===== src/rtl/tlc_vehicle_detector.sv =====
// Conditions one raw inductive-loop input into a clean, extended vehicle-detect call,
// with a saturating vehicle counter and a stuck-loop fail-safe.
module tlc_vehicle_detector #(
   parameter int DEB_CYC   = 3,
   parameter int HOLD_CYC  = 10,
   parameter int STUCK_CYC = 200,
   parameter int CNT_W     = 8
) (
   input  logic             i_clk,
   input  logic             i_rst,
   input  logic             i_loop,
   input  logic             i_count_clr,
   output logic             o_vd,
   output logic             o_fault,
   output logic [CNT_W-1:0] o_veh_count
);

   localparam int DEB_W  = $clog2(DEB_CYC + 1);
   localparam int HOLD_W = $clog2(HOLD_CYC + 1);
   localparam int ON_W   = $clog2(STUCK_CYC + 1);

   localparam logic [DEB_W-1:0]  DEB_LAST  = DEB_W'(DEB_CYC - 1);
   localparam logic [HOLD_W-1:0] HOLD_LAST = HOLD_W'(HOLD_CYC - 1);
   localparam logic [ON_W-1:0]   ON_LAST   = ON_W'(STUCK_CYC - 1);
   localparam logic [CNT_W-1:0]  CNT_MAX   = {CNT_W{1'b1}};

   typedef enum logic [2:0] {
      ST_IDLE    = 3'd0,
      ST_QUAL    = 3'd1,
      ST_PRESENT = 3'd2,
      ST_HOLD    = 3'd3,
      ST_FAULT   = 3'd4
   } state_t;

   state_t              state, state_n;
   logic                loop_m, loop_s;
   logic [DEB_W-1:0]    deb_cnt, deb_n;
   logic [HOLD_W-1:0]   hold_cnt, hold_n;
   logic [ON_W-1:0]     on_cnt, on_n;
   logic                veh_inc;
   logic [CNT_W-1:0]    cnt_n;
   logic                vd_n, fault_n;

   // Two-flop synchroniser; the first flop feeds nothing but the second.
   always_ff @(posedge i_clk) begin
      if (i_rst) begin
         loop_m <= 1'b0;
         loop_s <= 1'b0;
      end else begin
         loop_m <= i_loop;
         loop_s <= loop_m;
      end
   end

   always_ff @(posedge i_clk) begin
      if (i_rst) begin
         state       <= ST_IDLE;
         deb_cnt     <= '0;
         hold_cnt    <= '0;
         on_cnt      <= '0;
         o_vd        <= 1'b0;
         o_fault     <= 1'b0;
         o_veh_count <= '0;
      end else begin
         state       <= state_n;
         deb_cnt     <= deb_n;
         hold_cnt    <= hold_n;
         on_cnt      <= on_n;
         o_vd        <= vd_n;
         o_fault     <= fault_n;
         o_veh_count <= cnt_n;
      end
   end

   // deb_cnt counts samples that disagree with the current state's settled level.
   always_comb begin
      state_n = state;
      deb_n   = deb_cnt;
      hold_n  = hold_cnt;
      on_n    = on_cnt;
      veh_inc = 1'b0;
      case (state)
         ST_IDLE: begin
            deb_n  = '0;
            hold_n = '0;
            on_n   = '0;
            if (loop_s) begin
               if (DEB_CYC == 1) begin
                  state_n = ST_PRESENT;
                  veh_inc = 1'b1;
               end else begin
                  state_n = ST_QUAL;
                  deb_n   = DEB_W'(1);
               end
            end
         end
         ST_QUAL: begin
            if (!loop_s) begin
               state_n = ST_IDLE;
               deb_n   = '0;
            end else if (deb_cnt == DEB_LAST) begin
               state_n = ST_PRESENT;
               deb_n   = '0;
               on_n    = '0;
               veh_inc = 1'b1;
            end else begin
               deb_n = deb_cnt + DEB_W'(1);
            end
         end
         ST_PRESENT: begin
            on_n = on_cnt + ON_W'(1);
            if (on_cnt == ON_LAST) begin
               // Stuck loop wins over a release qualifying on the same cycle.
               state_n = ST_FAULT;
               deb_n   = '0;
               on_n    = '0;
            end else if (!loop_s) begin
               if (deb_cnt == DEB_LAST) begin
                  state_n = ST_HOLD;
                  deb_n   = '0;
                  hold_n  = '0;
               end else begin
                  deb_n = deb_cnt + DEB_W'(1);
               end
            end else begin
               deb_n = '0;
            end
         end
         ST_HOLD: begin
            hold_n = hold_cnt + HOLD_W'(1);
            if (loop_s && (deb_cnt == DEB_LAST)) begin
               // A new vehicle beats the hold timeout on the same cycle.
               state_n = ST_PRESENT;
               deb_n   = '0;
               hold_n  = '0;
               on_n    = '0;
               veh_inc = 1'b1;
            end else if (hold_cnt == HOLD_LAST) begin
               state_n = ST_IDLE;
               deb_n   = '0;
               hold_n  = '0;
            end else if (loop_s) begin
               deb_n = deb_cnt + DEB_W'(1);
            end else begin
               deb_n = '0;
            end
         end
         ST_FAULT: begin
            on_n = '0;
            if (!loop_s) begin
               if (deb_cnt == DEB_LAST) begin
                  state_n = ST_IDLE;
                  deb_n   = '0;
               end else begin
                  deb_n = deb_cnt + DEB_W'(1);
               end
            end else begin
               deb_n = '0;
            end
         end
         default: begin
            state_n = ST_IDLE;
            deb_n   = '0;
            hold_n  = '0;
            on_n    = '0;
         end
      endcase
   end

   // Outputs follow the next state so they move on the same edge as the FSM.
   always_comb begin
      vd_n    = (state_n == ST_PRESENT) || (state_n == ST_HOLD) || (state_n == ST_FAULT);
      fault_n = (state_n == ST_FAULT);
   end

   // A clear coinciding with a new vehicle still records that vehicle.
   always_comb begin
      cnt_n = o_veh_count;
      if (i_count_clr) begin
         cnt_n = veh_inc ? CNT_W'(1) : '0;
      end else if (veh_inc && (o_veh_count != CNT_MAX)) begin
         cnt_n = o_veh_count + CNT_W'(1);
      end
   end

endmodule


===== config.mk =====
export PLATFORM = sky130hd
export DESIGN_NAME = tlc_vehicle_detector
export DESIGN_NICKNAME = d
export VERILOG_FILES = /design/src/rtl/tlc_vehicle_detector.sv
export SDC_FILE = /design/constraint.sdc
export NUM_CORES = 1
export LEC_CHECK = 0
export CORE_MARGIN = 2
export CORE_UTILIZATION = 31
export DETAILED_ROUTE_END_ITERATION = 8
export GPL_TIMING_DRIVEN = 1
export PLACE_DENSITY = 0.49
export SLEW_MARGIN = 0
export SYNTH_ARGS = -nofsm -noshare
export SYNTH_HDL_FRONTEND = slang
export SYNTH_SLANG_ARGS = --single-unit
export TNS_END_PERCENT = 20

===== constraint.sdc =====
create_clock -name i_clk -period 4.7 [get_ports i_clk]
set_input_delay 1.175 -clock i_clk [delete_from_list [all_inputs] [get_ports i_clk]]
set_output_delay 1.175 -clock i_clk [all_outputs]
set_load 0.02 [all_outputs]

# == Word level (Yosys, flattened, before mapping) ==
# Index checks and enable logic that the tools add are counted.
# word_totals
output_inout_bits,10
register_bits,29
# classes
muxes,38
reduce_logical,9
n_bitwise,1
n_eq_ne,17
add_sub_neg,4
# op_table
cell,n
two-way mux 8 bit,6
two-way mux 3 bit,10
case mux 8 bit (3 select lines),1
two-way mux 4 bit,5
"adder 8 x 1 -> 8 bit, second input constant",2
case mux 3 bit (5 select lines),1
two-way mux 2 bit,7
"equality test 3 x 2 -> 1 bit, second input constant",4
"inequality test 2 bit, second input constant",6
case mux 4 bit (3 select lines),1
case mux 2 bit (5 select lines),1
"equality test 8 bit, second input constant",1
"inequality test 8 bit, second input constant",1
"equality test 3 bit, second input constant",2
two-way mux 1 bit,5
"adder 4 x 1 -> 4 bit, second input constant",1
"equality test 4 bit, second input constant",1
AND reduction 4 bit,1
"equality test 3 x 1 -> 1 bit, second input constant",1
zero test 3 bit,1
AND reduction 3 bit,1
"adder 2 x 1 -> 2 bit, second input constant",1
"equality test 2 bit, second input constant",1
logical AND 1 bit,2
other kinds (5),6

# == Longest topological paths before layout ==
# Gate-level depths: netlist (run 1).
# depth
depth_word,8
depth_mapped,7

# == Worst setup path before layout (run 1) ==
# Ideal clock, no wire load.
# synth_path
kind,input port to flip-flop
startpoint,input i_count_clr
endpoint,register o_veh_count[5]
slack_ns,2.475
n_path_buf,1
t_arrival_ns,2.156
setup_ns,0.069
t_required_ns,4.631
stages,4
path_cell_list,or2_2 -> clkbuf_1 -> or4_1 -> o21ai_1
# synth_via
elab_chain_len,1
# synth_rtl
item,line_no,text
"start, declared",12,"input logic i_count_clr,"
two-way mux 8 bit / nonzero test 2 bit (equally long branches),--,
"end signal, assigned",71,o_veh_count <= cnt_n;
"end, declared",15,output logic [CNT_W-1:0] o_veh_count
# Parallel ways exist; a longest one is shown, timed or not.
# A chain may end at the register's enable or synchronous reset.

==> results of run 1 <==
[final cells by class]
class,count,area [µm²],area share
Multi-Input combinational cell,136,936,0.500
Sequential cell,29,581,0.310
Timing Repair Buffer,13,130,0.0695
Tap cell,70,87.6,0.0468
Clock buffer,7,86.3,0.0461
Clock inverter,1,30.0,0.0160
Inverter,6,22.5,0.0120
[path summary, 6_finish.rpt]
kind                     to  slack [ns]
min                  loop_s        0.46
max reg2reg  o_veh_count[5]        2.77
max          o_veh_count[5]        1.81
min reg2reg          loop_s        0.46
[state kept, by name (all words and copies together) (netlist names)]
register     flops
o_fault          1
deb_cnt          2
on_cnt           8
loop_m           1
state            3
o_vd             1
loop_s           1
hold_cnt         4
o_veh_count      8
[cells in the final DEF, fill, tap and decap left out, types with 2 or more instances in the layout]
master / instances
and3_1: 4
nand2_1: 8
nor2_1: 19
dfxtp_1: 29
a22oi_1: 2
clkbuf_8: 6
inv_1: 5
a21oi_1: 8
nand4_1: 2
nand3b_1: 2
a41oi_1: 3
mux2i_1: 3
or3_1: 2
o31ai_1: 4
nand2b_1: 6
clkdlybuf4s50_1: 13
xor2_1: 4
o21ai_1: 4
nand3_1: 4
or4_1: 2
nor2b_1: 5
a21o_1: 2
ha_1: 8
a311oi_1: 5
nor3b_1: 2
a31oi_1: 3
nand4b_1: 2
a211oi_1: 4
o211ai_1: 3
nor3_1: 2
o21ai_0: 6
[cell families after synthesis]
| logic type | share of synthesized area |
|---|---|
| AND/OR/NAND/NOR | 0.242 |
| AO/OA/AOI/OAI | 0.231 |
| flip-flops | 0.365 |
| buffers and inverters | 0.0464 |
| adder cells (fa/ha/maj) | 0.0629 |
| XOR/XNOR | 0.0275 |
| multiplexers | 0.0260 |
[stage by stage]
step	util	setup WS, ns
finish	0.371	1.81
floorplan	-	2.48
CTS	0.371	1.83
global placement	0.348	1.54
global route	0.371	1.72
detailed placement	0.348	1.51
[power by group through the flow]
stage / sequential, mW / clock [mW] / combinational, mW
floorplan: 0.253 / 0 / 0.0120
global placement: 0.255 / 0 / 0.0155
detailed placement: 0.255 / 0 / 0.0161
CTS: 0.249 / 0.284 / 0.0161
global route: 0.249 / 0.294 / 0.0181
finish: 0.249 / 0.274 / 0.0162
[layer usage]
metal  part of all wire  track usage  up-vias  wire [µm]
met4              0.023       0.0819        0         83
met2               0.49        0.243       23       1800
li1                   -            -      688          -
met1               0.45        0.170      671       1630
met5                  0            0        -          0
met3              0.033       0.0357        7        118
[worst max-delay path: cells and delay by family]
kind / cells / cell delay [ns]
simple gates: 2 / 1.05
buf+inv: 1 / 0.80
compound gates: 1 / 0.08
==> impl_metrics.tcl, run 1 <==
set metrics [dict create \
    synth_seq_cells 29 \
    design_area_um2 1870 \
    core_um2 5040 \
    drv_slew 0 \
    fillers 518 \
    die_w_um 75.6 \
    via_per_inst 5.30 \
    initial_utilization 0.315 \
    path_class "input port to flip-flop" \
    rr_startpoint "deb_cnt[0]" \
    synth.cell_area_um2 1590 \
    synth.most_common_cell "dfxtp_1" \
    cts_setup_buffers 0 \
    antenna_found_initial 0 \
    worst_pin_slew_ns 0.757 \
    clockRootBuffer "clkbuf_8" \
    slowest_delay_ns 0.80 \
    cts_sinks 29 \
    p_sw_frac 0.210 \
    pwr_density_cell_nw_per_um2 288 \
    rows 26 \
    synth_top_flop_cell "dfxtp_1" \
    peakVddDrop_v 0.0000996 \
    hold_viol 0 \
    layout-drive-gt1-share 0.0677 \
    min_path_cells 1 \
    postRouteAntennaNets 0 \
    worst_hold_slack_ns 0.464 \
    synthesis.nets 193 \
    synth_warnings 0 \
    cts.hold.buffers_added 0 \
    finalCriticalPeriod_ns 2.89 \
    cellInternalPower_uw 426 \
    p_leak_nw 0.631 \
    firstDrtPassIters 4 \
    rsz0062_at_grt "false" \
    die_h_um 75.6 \
    fin_crit_sh 0.614 \
    vias 1389 \
    finalSetupViolCount 0 \
    clk-insertion-delay-late_ns 0.29 \
    ys_types 50 \
    startpoint_type "input port" \
    port_buffers 13 \
    cap_violations 0 \
    synth_largest_area_cell "dfxtp_1" \
    grt_max_degree 21 \
    dieArea_um2 5720 \
    grt_pass1_vias 1304 \
    max_freq_mhz 346 \
    antenna_cells 0 \
    synth_top_area_share 0.365 \
    cts_tree "built" \
    crit_path_start "i_rst" \
    area_growth_pct 17.8 \
    ys_top_cells_by_area "dfxtp_1, ha_1, nor2_1" \
    switchingPower_uw 113 \
    hpwl_um 2580 \
    maxSlewHeadroom 0.494 \
    drt_iter0_drc 63 \
    hp-start "loop_m" \
    cp_slowest_cell "clkdlybuf4s50_1" \
    cp-end-kind "flip-flop" \
    grt_overflow 0 \
    place_congestion 0.830 \
    layout.cells.non_filler 262 \
    grtUsageTotal 0.145 \
    drcViolationCount 0 \
    nets 203 \
    syn-instance-count 181 \
    seqPwrFrac 0.462 \
    syn_avg_cell_area_um2 8.79 \
    h-tree-depth 2 \
    ctsResizeCount 0 \
    synthArstFlopShare 0 \
    wl_per_cell_um 13.9 \
    fin_skew_ns 0.00214 \
    ys_seq_area_frac 0.365 \
    cts_buffers 5 \
    wl_um 3630 \
    critical_path_required_ns 4.92 \
    fin_tns_setup_ns 0 \
    place_inst 254 \
    placed_area_um2 1760 \
    grt_pass1_wl_um 6090 \
    status "finished clean" \
    ios 14 \
    cts_max_path_buffers 2 \
    arrival_ns 3.11 \
    clkSlewWorstSetupHoldPaths_ns 0.06 \
    total_power_uw 539 \
    synthTopCellsByCount "dfxtp_1, nor2_1, a21oi_1, ha_1, nand2_1" \
    crit_fanout 20 \
    synth_edf_count 0 \
    rr_worst_depth 6 \
    cp_cell_sequence "clkdlybuf4s50_1 -> or2_2 -> or4_1 -> o21ai_1" \
    min_path_type "flip-flop to flip-flop" \
    p_clk_frac 0.508 \
    power_frac_comb 0.030 \
]
Power figures use the tool's default switching activity.
==> inputs of run 2 (changes only) <==
==> constraint.sdc (replaced) <==
create_clock -name i_clk -period 2.8 [get_ports i_clk]
set_input_delay 0.7 -clock i_clk [delete_from_list [all_inputs] [get_ports i_clk]]
set_output_delay 0.7 -clock i_clk [all_outputs]
set_load 0.02 [all_outputs]
==> impl_metrics.tcl, run 2 (same netlist as run 1, synthesis figures left out) <==
set metrics [dict create \
    die_h_um 75.6 \
    cap_violations 0 \
    holdPathEnd "loop_s" \
    grt_pass1_vias 1350 \
    hold_viol 0 \
    nets 204 \
    ios 14 \
    p_leak_nw 0.636 \
    cp_slowest_cell "clkdlybuf4s50_1" \
    finalCriticalPeriod_ns 2.06 \
    cts_sinks 29 \
    drv_slew 0 \
    routed-wl-met3_um 102 \
    area_growth_pct 18.3 \
    slowest_delay_ns 0.65 \
    initial_utilization 0.315 \
    via_per_inst 5.29 \
    cp_cell_sequence "clkdlybuf4s50_1" \
    rows 26 \
    startpoint_type "flip-flop" \
    wl_um 3560 \
    total_power_uw 894 \
    register_area_um2 581 \
    cpLargestDelayFamily "buffers and inverters" \
    critical_path_required_ns 2.10 \
    drt_iter0_drc 67 \
    maxSlewHeadroom 0.679 \
    port_buffers 13 \
    cts.hold.buffers_added 0 \
    cts_buffers 5 \
    vias 1391 \
    grt_overflow 0 \
    crit_fanout 6 \
    core_um2 5040 \
    finalSetupViolCount 0 \
    wl_met2_um 1700 \
    hp-start "loop_m" \
    clkSlewWorstSetupHoldPaths_ns 0.06 \
    mostFrequentLayoutCell "dfxtp_1" \
    layout-drive-gt1-share 0.0725 \
    arrival_ns 1.36 \
    fin_crit_sh 0.734 \
    final_util 0.373 \
    ff2ff_setup_slack_ns 0.86 \
    rr_startpoint "state[1]" \
    worst_pin_slew_ns 0.482 \
    clockRootBuffer "clkbuf_8" \
    peakVddDrop_v 0.000153 \
    antenna_found_initial 0 \
    min_path_type "flip-flop to flip-flop" \
    dieArea_um2 5720 \
    grtUsageTotal 0.143 \
    grt_max_degree 20 \
    ctsResizeCount 0 \
    crit_buf_inv 1 \
    hpwl_um 2570 \
    top_layer "met4" \
    fillers 516 \
    final_cell_mix "dfxtp_1, nor2_1, clkdlybuf4s50_1" \
    reg2reg_to "on_cnt[4]" \
    max_freq_mhz 486 \
    rsz0062_at_grt "false" \
    min_path_cells 1 \
    met1_length_um 1680 \
    grt_pass1_wl_um 6100 \
    fin_skew_ns 0.00312 \
    cts_setup_buffers 0 \
    path_class "flip-flop to output pin" \
    drcViolationCount 0 \
    place_congestion 0.811 \
    status "finished clean" \
    cp-end-kind "output pin" \
    reg.largest.list "o_veh_count (8), on_cnt (8), hold_cnt (4)" \
    wl_per_cell_um 13.5 \
    rr_worst_depth 4 \
    postRouteAntennaNets 0 \
    antenna_cells 0 \
    multi_input_area_um2 936 \
    cts_tree "built" \
    die_w_um 75.6 \
    fin_tns_setup_ns 0 \
    firstDrtPassIters 4 \
    h-tree-depth 2 \
    cts_max_path_buffers 2 \
    clk-insertion-delay-late_ns 0.28 \
    pwr_density_cell_nw_per_um2 476 \
]
## run 2: how the worst max path moves through the flow
stage                        start        endpoint  slack (ns)  depth (start not counted)
floorplan              i_count_clr  o_veh_count[5]        1.05                          4
global placement       i_count_clr  o_veh_count[5]        0.63                          4
detailed placement           i_rst      deb_cnt[0]        0.59                          6
CTS                 o_veh_count[3]  o_veh_count[3]        0.74                          1
global route              state[1]       on_cnt[4]        0.66                          4
finish              o_veh_count[3]  o_veh_count[3]        0.74                          1
## run 2: where the power goes
part / internal, mW / switching, mW
logic: 0.0117 / 0.0160
registers: 0.415 / 0.00362
clock network: 0.290 / 0.158
total: 0.716 / 0.178
## run 2: per-stage QoR
| step | worst slack (ns) | instance area (µm²) | cells | hold WS (ns) |
|---|---|---|---|---|
| 6_report | 0.744 | 1880 | 263 | 0.461 |
| 5_1_grt | 0.665 | 1880 | 263 | 0.485 |
| 4_1_cts | 0.738 | 1880 | 263 | 0.466 |
| 3_5_place_dp | 0.591 | 1760 | 255 | 0.441 |
| 3_3_place_gp | 0.632 | 1760 | 255 | 0.435 |
| 2_1_floorplan | 1.05 | 1590 | 181 | 0.414 |
## run 2: layer usage
| metal | GRT usage | up-vias |
|---|---|---|
| li1 | - | 696 |
| met1 | 0.165 | 662 |
| met2 | 0.238 | 25 |
| met3 | 0.0397 | 8 |
| met4 | 0.0799 | 0 |
| met5 | 0 | - |
## run 2: area by class of cell
| type | count | area share |
|---|---|---|
| clock buffer | 7 | 0.0459 |
| multi-input combinational | 136 | 0.498 |
| inverter | 6 | 0.0120 |
| sequential | 29 | 0.309 |
| tap | 70 | 0.0466 |
| clock inverter | 1 | 0.0160 |
| timing repair buffer | 14 | 0.0732 |
==> inputs of run 3 (changes only) <==
==> constraint.sdc (replaced) <==
create_clock -name i_clk -period 2 [get_ports i_clk]
set_input_delay 0.5 -clock i_clk [delete_from_list [all_inputs] [get_ports i_clk]]
set_output_delay 0.5 -clock i_clk [all_outputs]
set_load 0.02 [all_outputs]
==> impl_metrics.tcl, run 3 (same netlist as run 1, synthesis figures left out) <==
set metrics [dict create \
    vias 1435 \
    via_per_inst 5.31 \
    final_cell_mix "dfxtp_1, nor2_1, clkdlybuf4s50_1" \
    grt_pass1_wl_um 6120 \
    nets 211 \
    placed_area_um2 1810 \
    antenna_found_initial 0 \
    cts_max_path_buffers 2 \
    drcViolationCount 0 \
    max_freq_mhz 544 \
    die_w_um 75.6 \
    grtUsageTotal 0.145 \
    path_class "flip-flop to output pin" \
    wl_um 3720 \
    fin_crit_sh 0.919 \
    ios 14 \
    place_inst 261 \
    drt_iter0_drc 35 \
    fillers 516 \
    initial_utilization 0.315 \
    seqPwrFrac 0.536 \
    fin_tns_setup_ns 0 \
    port_buffers 13 \
    antenna_cells 0 \
    status "finished clean" \
    peakVddDrop_v 0.000246 \
    finalSetupViolCount 0 \
    cts_buffers 5 \
    pre_cts_slack_ns 0.118 \
    arrival_ns 1.34 \
    finalCriticalPeriod_ns 1.84 \
    grt_pass1_vias 1317 \
    rows 26 \
    p_clk_frac 0.425 \
    multi_input_area_um2 936 \
    die_h_um 75.6 \
    layout.cells.non_filler 270 \
    clockRootBuffer "clkbuf_8" \
    place_congestion 0.770 \
    cts_sinks 29 \
    crit_fanout 6 \
    cp-end-kind "output pin" \
    fin_skew_ns 0.00697 \
    grt_max_degree 20 \
    wl_per_cell_um 13.8 \
    cpLargestDelayFamily "buffers and inverters" \
    cellInternalPower_uw 841 \
    h-tree-depth 2 \
    dieArea_um2 5720 \
    cp_slowest_cell "clkdlybuf4s50_1" \
    grt_overflow 0 \
    p_sw_frac 0.231 \
    clk-insertion-delay-late_ns 0.28 \
    maxSlewHeadroom 0.634 \
    hpwl_um 2740 \
    crit_buf_inv 1 \
    layout-drive-gt1-share 0.105 \
    pwr_density_cell_nw_per_um2 572 \
    firstDrtPassIters 4 \
    core_um2 5040 \
    finalWorstSetupSlack_ns 0.162 \
    area_growth_pct 20.2 \
    drv_slew 0 \
    cp_cell_sequence "clkdlybuf4s50_1" \
    design_area_um2 1910 \
    startpoint_type "flip-flop" \
    power_frac_comb 0.039 \
    clkSlewWorstSetupHoldPaths_ns 0.06 \
    worst_hold_slack_ns 0.454 \
    switchingPower_uw 253 \
    cap_violations 0 \
    cts_tree "built" \
    postRouteAntennaNets 0 \
    hold_viol 0 \
    min_path_type "flip-flop to flip-flop" \
    critical_path_required_ns 1.50 \
    worst_pin_slew_ns 0.535 \
    ctsResizeCount 0 \
    mostFrequentLayoutCell "dfxtp_1" \
    register_area_um2 581 \
    slowest_delay_ns 0.64 \
    reg.largest.list "o_veh_count (8), on_cnt (8), hold_cnt (4)" \
    p_leak_nw 0.661 \
    rsz0062_at_grt "false" \
]
run 3: area by class of cell:
type | instances | share of cell area
clock buffer | 6 | 0.0380
clock inverter | 2 | 0.00524
inverter | 6 | 0.0118
multi-input combinational | 136 | 0.490
sequential | 29 | 0.304
tap | 70 | 0.0458
timing repair buffer | 21 | 0.106
run 3: metrics by stage:
step / power (mW) / util
after floorplan: 0.623 / -
after global placement: 0.641 / 0.359
after detailed placement: 0.642 / 0.359
after CTS: 1.11 / 0.375
after global routing: 1.14 / 0.379
final: 1.09 / 0.379
run 3: power by group through the flow:
stage	registers [mW]	clock network, mW	logic, mW
after floorplan	0.595	0	0.0281
after global placement	0.599	0	0.0425
after detailed placement	0.599	0	0.0431
after CTS	0.586	0.484	0.0433
after global routing	0.586	0.506	0.0472
final	0.586	0.465	0.0430
run 3: routing by layer:
layer	GRT usage	vias up	share of wire
li1	-	707	-
met3	0.0410	6	0.036
met5	0	-	0
met1	0.165	690	0.46
met4	0.0663	0	0.017
met2	0.251	32	0.49
run 3: worst paths after layout:
check | start | endpoint | slack, ns | depth (start not counted)
setup reg to reg | deb_cnt[0] | on_cnt[2] | 0.16 | 6
hold reg to reg | loop_m | loop_s | 0.45 | 1
hold / removal | loop_m | loop_s | 0.45 | 1
setup / recovery | o_veh_count[3] | o_veh_count[3] | 0.16 | 1
run 3: timing repair:
action	CTS	global route
setup buffers	0	1
setup endpoints to repair	0	1
hold buffers	0	0
